[config.mk]
export PLATFORM = sky130hd
export DESIGN_NAME = mem_access_stage
export DESIGN_NICKNAME = d
export VERILOG_FILES = /design/src/rtl/mem_access_stage.sv
export SDC_FILE = /design/constraint.sdc
export NUM_CORES = 1
export LEC_CHECK = 0
export BUFFER_PORTS_ARGS = -buffer_cell sky130_fd_sc_hd__buf_4
export CAP_MARGIN = 25
export CORE_MARGIN = 4
export CORE_UTILIZATION = 35
export DETAILED_ROUTE_END_ITERATION = 6
export PLACE_DENSITY = 0.59
export SLEW_MARGIN = 20
export SYNTH_ARGS = -nofsm -noshare
export SYNTH_HDL_FRONTEND = slang
export SYNTH_SLANG_ARGS = --single-unit
[constraint.sdc]
create_clock -name clk_in -period 5.4 [get_ports clk_in]
set_clock_uncertainty 0.1 [all_clocks]
set_input_delay 0.81 -clock clk_in [delete_from_list [all_inputs] [get_ports clk_in]]
set_output_delay 0.81 -clock clk_in [all_outputs]
set_load 0.01 [all_outputs]
[src/rtl/mem_access_stage.sv]
// RISC-V memory stage: runs loads/stores over a byte-serial controller port and extends load data.
// Optional MEM_ALIGN_CHECK_EN rejects misaligned H/W accesses with a one-cycle misalign_o pulse.
module mem_access_stage (
  input  logic        clk_in,
  input  logic        rst_in,
  input  logic        load_enable_i,
  input  logic        store_enable_i,
  input  logic [31:0] load_store_addr_i,
  input  logic [31:0] store_data_i,
  input  logic [2:0]  funct3_i,
  input  logic [31:0] rd_data_i,
  input  logic [4:0]  rd_addr_i,
  input  logic        rd_write_enable_i,
  output logic        mctl_req_o,
  output logic        mctl_wr_o,
  output logic [31:0] mctl_addr_o,
  output logic [7:0]  mctl_wdata_o,
  input  logic [7:0]  mctl_rdata_i,
  input  logic        mctl_valid_i,
  output logic [31:0] rd_data_o,
  output logic [4:0]  rd_addr_o,
  output logic        rd_write_enable_o,
  output logic        stall_req_o,
  output logic        misalign_o
);

  typedef enum logic [1:0] {IDLE, ACCESS, DONE} state_t;

  state_t      r_state;
  logic [1:0]  r_idx;
  logic [1:0]  r_last;
  logic [31:0] r_buf;
  logic [31:0] r_data;
  logic [31:0] r_mctl_addr;
  logic [7:0]  r_wdata;
  logic        r_req;
  logic        r_wr;
  logic        r_store;
  logic        r_rd_we;
  logic        r_mis;
  logic [2:0]  r_funct3;
  logic [4:0]  r_rd_addr;
  logic        w_accept;
  logic        w_mis;

  function automatic logic [1:0] last_idx(input logic [1:0] sz);
    case (sz)
      2'b00:   return 2'd0;
      2'b01:   return 2'd1;
      default: return 2'd3;
    endcase
  endfunction

  function automatic logic [7:0] byte_sel(input logic [31:0] d, input logic [1:0] i);
    return d[{i, 3'b000} +: 8];
  endfunction

  function automatic logic [31:0] load_extend(input logic [31:0] b, input logic [2:0] f3);
    logic signed [31:0] s;
    case (f3)
      3'b000:  s = {{24{b[7]}}, b[7:0]};
      3'b001:  s = {{16{b[15]}}, b[15:0]};
      3'b100:  s = {24'd0, b[7:0]};
      3'b101:  s = {16'd0, b[15:0]};
      default: s = b;
    endcase
    return s;
  endfunction

`ifdef MEM_ALIGN_CHECK_EN
  function automatic logic misaligned(input logic [1:0] a, input logic [1:0] sz);
    return ((sz == 2'b01) && a[0]) || ((sz == 2'b10) && (a != 2'b00));
  endfunction
  assign w_mis      = misaligned(load_store_addr_i[1:0], funct3_i[1:0]);
  assign misalign_o = r_mis;
`else
  assign w_mis      = 1'b0;
  assign misalign_o = 1'b0;
`endif

  assign w_accept     = (r_state == IDLE) && (load_enable_i || store_enable_i);
  assign mctl_req_o   = r_req;
  assign mctl_wr_o    = r_wr;
  assign mctl_addr_o  = r_mctl_addr;
  assign mctl_wdata_o = r_wdata;

  always_ff @(posedge clk_in) begin
    if (rst_in) begin
      r_state     <= IDLE;
      r_idx       <= 2'd0;
      r_last      <= 2'd0;
      r_buf       <= 32'd0;
      r_data      <= 32'd0;
      r_mctl_addr <= 32'd0;
      r_wdata     <= 8'd0;
      r_req       <= 1'b0;
      r_wr        <= 1'b0;
      r_store     <= 1'b0;
      r_rd_we     <= 1'b0;
      r_mis       <= 1'b0;
      r_funct3    <= 3'd0;
      r_rd_addr   <= 5'd0;
    end else begin
      case (r_state)
        IDLE: begin
          r_mis <= 1'b0;
          if (w_accept) begin
            r_store   <= store_enable_i;
            r_data    <= store_data_i;
            r_funct3  <= funct3_i;
            r_rd_addr <= rd_addr_i;
            r_rd_we   <= rd_write_enable_i;
            r_idx     <= 2'd0;
            r_last    <= last_idx(funct3_i[1:0]);
            if (w_mis) begin
              r_state <= DONE;
              r_mis   <= 1'b1;
            end else begin
              r_state     <= ACCESS;
              r_req       <= 1'b1;
              r_wr        <= store_enable_i;
              r_mctl_addr <= load_store_addr_i;
              r_wdata     <= store_data_i[7:0];
            end
          end
        end
        ACCESS: begin
          // address and write byte stay put until the controller completes the byte
          if (mctl_valid_i) begin
            if (!r_store) r_buf[{r_idx, 3'b000} +: 8] <= mctl_rdata_i;
            if (r_idx == r_last) begin
              r_state <= DONE;
              r_req   <= 1'b0;
              r_wr    <= 1'b0;
            end else begin
              r_idx       <= r_idx + 2'd1;
              r_mctl_addr <= r_mctl_addr + 32'd1;
              r_wdata     <= byte_sel(r_data, r_idx + 2'd1);
            end
          end
        end
        DONE: begin
          r_state <= IDLE;
          r_mis   <= 1'b0;
        end
        default: r_state <= IDLE;
      endcase
    end
  end

  always_comb begin
    rd_data_o         = rd_data_i;
    rd_addr_o         = rd_addr_i;
    rd_write_enable_o = rd_write_enable_i;
    stall_req_o       = 1'b0;
    case (r_state)
      IDLE: begin
        if (w_accept) begin
          stall_req_o       = 1'b1;
          rd_write_enable_o = 1'b0;
        end
      end
      ACCESS: begin
        stall_req_o       = 1'b1;
        rd_write_enable_o = 1'b0;
        rd_addr_o         = r_rd_addr;
        rd_data_o         = 32'd0;
      end
      DONE: begin
        rd_addr_o = r_rd_addr;
        if (r_store) begin
          rd_data_o         = 32'd0;
          rd_write_enable_o = 1'b0;
        end else begin
          rd_data_o         = load_extend(r_buf, r_funct3);
          rd_write_enable_o = r_rd_we && (r_rd_addr != 5'd0) && !r_mis;
        end
      end
      default: begin
        stall_req_o       = 1'b0;
        rd_write_enable_o = 1'b0;
      end
    endcase
  end

endmodule

==> impl_metrics.csv <==
group,metric,value,unit
status,status,"completed",
worst_setup_path,regToRegStartpoint,"r_state[1]$_SDFFE_PP0P_",
synth,syn_inst,820,
synth,synth-edff-count,0,
drt,dr.pass1.iters,5,
drt,ant_nets,0,
global_routing,grt_antenna_before_repair,0,
final_layout,num_antenna_cells,0,
power,p_int,0.00224,W
cts,cts_root_buffer,"clkbuf_16",
sta,rsz0062_at_grt,"no",
global_routing,grt_max_degree,74,
synth,syn-num-nets,947,
synth,synth_seq_cells,122,
power,p_switching,0.00121,W
cts,htree_num_levels,4,
synth,ys_types,58,
worst_setup_path,cp-start-kind,"flip-flop",
cts,path_clk_slew,60,ps
die,row_count,48,
die,ios,200,
die,dieHeight,142,um
place,routabilityCongestion,0.829,
sta,setup_ws,1610,ps
synth,syn_avg_cell_area,7.70,sq um
synth,synth_top_family_by_area,"simple AND/OR/NAND/NOR gates",
cts,cts_resized,0,
synth,syn_area,6310,sq um
global_routing,grt_first_pass_wirelength,31800,um
synth,synth_compound_area_share,21.5,%
min_path,min_path_type,"reg -> reg",
flow_run,max-cap-violations,0,
drt,vias,6477,
final_layout,final_layout_size_suffix_gt1_share,26.7,%
synth,seq_area_frac_synth,38.7,%
die,start_util,36.1,%
worst_setup_path,r2r_setup_slack,1780,ps
sta,hold_slack,352,ps
cts,clockBufferDepth,2,
synth,synthSimpleGateAreaFrac,25.4,%
final_layout,finalInstanceArea,8540,sq um
global_routing,grt_pass1_vias,6124,
worst_setup_path,rr_endpoint,"mctl_addr_o[29]$_SDFFE_PP0P_",
place,hpwl,14200,um
power,clkPwrFrac,33.0,%
sta,hold_viol_final,0,
final_layout,area_growth,35.3,%
synth,synthAdderAreaFrac,1.78,%
worst_setup_path,cp-end-kind,"primary output",
place,io_buffers,198,
power,p_sw_share,35.1,%
worst_setup_path,critical_path.startpoint,"r_state[1]$_SDFFE_PP0P_",
power,combPwrFrac,32.3,%
die,core,17500,sq um
cts,cts_tree,"yes",
worst_setup_path,cp_max_fo,38,
synth,synth_xor_area_share,0.278,%
worst_setup_path,worstSetupPathType,"reg -> out",
final_layout,final_cell_mix,"buf_4 (206), nand2_1 (156), dfxtp_1 (122)",
worst_setup_path,cp.required,4490,ps
place,placed_area,7940,sq um
sta,fin_tns_setup,0,ps
sta,slew_violations,0,
final_layout,fin_nets,1116,
power,pwr-share-seq,34.7,%
worst_setup_path,endpoint,"rd_data_o[29]",
sta,tightest_slew,980,ps
sta,slew-limit-headroom,34.6,%
drt,wl_per_cell,16.6,um
power,peakVddDrop,0.000240,V
sta,timing.final.crit_share,70.2,%
die,fp.dieW,142,um
global_routing,grt-ovfl-total,0,
power,powerDensity,404,nW/um^2
synth,synth_top_flop_cell,"dfxtp_1",
synth,muxShareOfSynthArea,6.30,%
power,p_leak,3.46,nW
cts,cts_buffers,17,
final_layout,fillCellCount,1779,
cts,cts_setup_buffers,0,
cts,clk_latency,420,ps
place,place_ws,1780,ps
drt,routed_wl,20400,um
cts,cts-hold-fix-buffers,0,
cts,clock_sinks,122,
die,dieArea,20200,sq um
synth,synth_warnings,0,
sta,fin_crit,3790,ps
sta,fmax,264,MHz
final_layout,layout_commonest_cell,"buf_4",
sta,setup_viol,0,
drt,drcViolationCount,0,
synth,synth-async-reset-ratio,0,%
drt,drtIter0Drc,463,
worst_setup_path,r2r_cells,7,
global_routing,grtUsageTotal,19.6,%
drt,routed_via_density,5.28,
worst_setup_path,cp.arrival,2880,ps
## critical path, stage by stage, from the launching register on
cell and delay [ps]:
dfxtp_1 350, inv_1 70, ha_1 270, buf_4 330
and2_1 530, o21ai_1 330, buf_4 270, o22ai_1 140
buf_4 150
## cells in the mapped netlist (8+ instances only)
| master | number | share of area (%) |
|---|---|---|
| a22oi_1 | 12 | 1.4 |
| o21ai_0 | 35 | 2.8 |
| and2_1 | 10 | 0.99 |
| mux4_2 | 8 | 2.9 |
| dfxtp_1 | 122 | 39 |
| nand3_1 | 55 | 4.4 |
| inv_1 | 41 | 2.4 |
| a31oi_1 | 10 | 0.99 |
| mux2i_1 | 15 | 2.4 |
| nor3_1 | 11 | 0.87 |
| o22ai_1 | 16 | 1.6 |
| ha_1 | 9 | 1.8 |
| nand2_1 | 156 | 9.3 |
| a21oi_1 | 95 | 7.5 |
| or4_1 | 8 | 0.95 |
| nor2b_1 | 21 | 2.1 |
| o211ai_1 | 11 | 1.3 |
| o21a_1 | 8 | 0.95 |
| clkbuf_1 | 49 | 2.9 |
| nand4_1 | 13 | 1.3 |
| nor2_1 | 28 | 1.7 |
| a211oi_1 | 13 | 1.5 |
| o221ai_1 | 8 | 1.1 |
## layout make-up
class                      count  area [sq um]  area share [%]
clock buffer                  19           453            5.30
clock inverter                13           144            1.68
inverter                      42           158            1.85
multi-input combinational    599          3510            41.1
sequential                   122          2440            28.6
tap                          225           282            3.30
timing repair buffer         207          1550            18.2
## power groups by stage
| stage | Sequential, W | Combinational, W | Clock (W) |
|---|---|---|---|
| after detailed placement | 0.00121 | 0.00112 | 0 |
| after global routing | 0.00122 | 0.00123 | 0.00121 |
| after floorplan | 0.00121 | 0.000618 | 0 |
| after global placement | 0.00121 | 0.00111 | 0 |
| after CTS | 0.00120 | 0.00112 | 0.00116 |
| final | 0.00120 | 0.00111 | 0.00114 |
## how the worst min path moves through the flow
stage                            from                     end  slack [ps]  cells past startpoint
2_1_floorplan   r_buf[0]$_SDFFE_PP0P_   r_buf[0]$_SDFFE_PP0P_         330                      2
3_3_place_gp   r_data[0]$_SDFFE_PP0P_  r_data[0]$_SDFFE_PP0P_         340                      2
3_5_place_dp    r_buf[0]$_SDFFE_PP0P_   r_buf[0]$_SDFFE_PP0P_         340                      2
4_1_cts         r_buf[0]$_SDFFE_PP0P_   r_buf[0]$_SDFFE_PP0P_         350                      2
5_1_grt        r_buf[11]$_SDFFE_PP0P_  r_buf[11]$_SDFFE_PP0P_         370                      2
6_report       r_buf[12]$_SDFFE_PP0P_  r_buf[12]$_SDFFE_PP0P_         350                      2
## logic make-up after synthesis
| group | after synthesis |
|---|---|
| and+or+nand+nor | 332 |
| AOI/OAI and AO/OA | 226 |
| DFF | 122 |
| buffers and inverters | 99 |
| muxes | 29 |
| adders and majority gates | 9 |
| xor gates and xnor gates | 2 |
| other | 1 |
## sequential cells by signal (all words and copies together), names as in the netlist
name	count
mctl_addr_o	32
r_buf	32
r_data	32
mctl_wdata_o	8
r_rd_addr	5
r_funct3	3
r_idx	2
r_last	2
r_state	2
mctl_req_o	1
mctl_wr_o	1
r_rd_we	1
r_store	1
## per-stage QoR
step	std cells	power, W	utilization, %
after floorplan	820	0.00183	-
after global placement	1193	0.00232	45.4
after detailed placement	1194	0.00233	45.4
after CTS	1226	0.00348	48.8
after global routing	1227	0.00365	48.9
final	1227	0.00345	48.9
## routing by layer
metal | vias to the layer above | GRT usage, % | routed length, um
li1 | 3264 | - | -
met4 | 0 | 5.56 | 282
met1 | 2995 | 27.1 | 9310
met3 | 18 | 4.74 | 1410
met5 | - | 0 | 0
met2 | 200 | 30.6 | 9400
(Power assumes the default switching activity.)
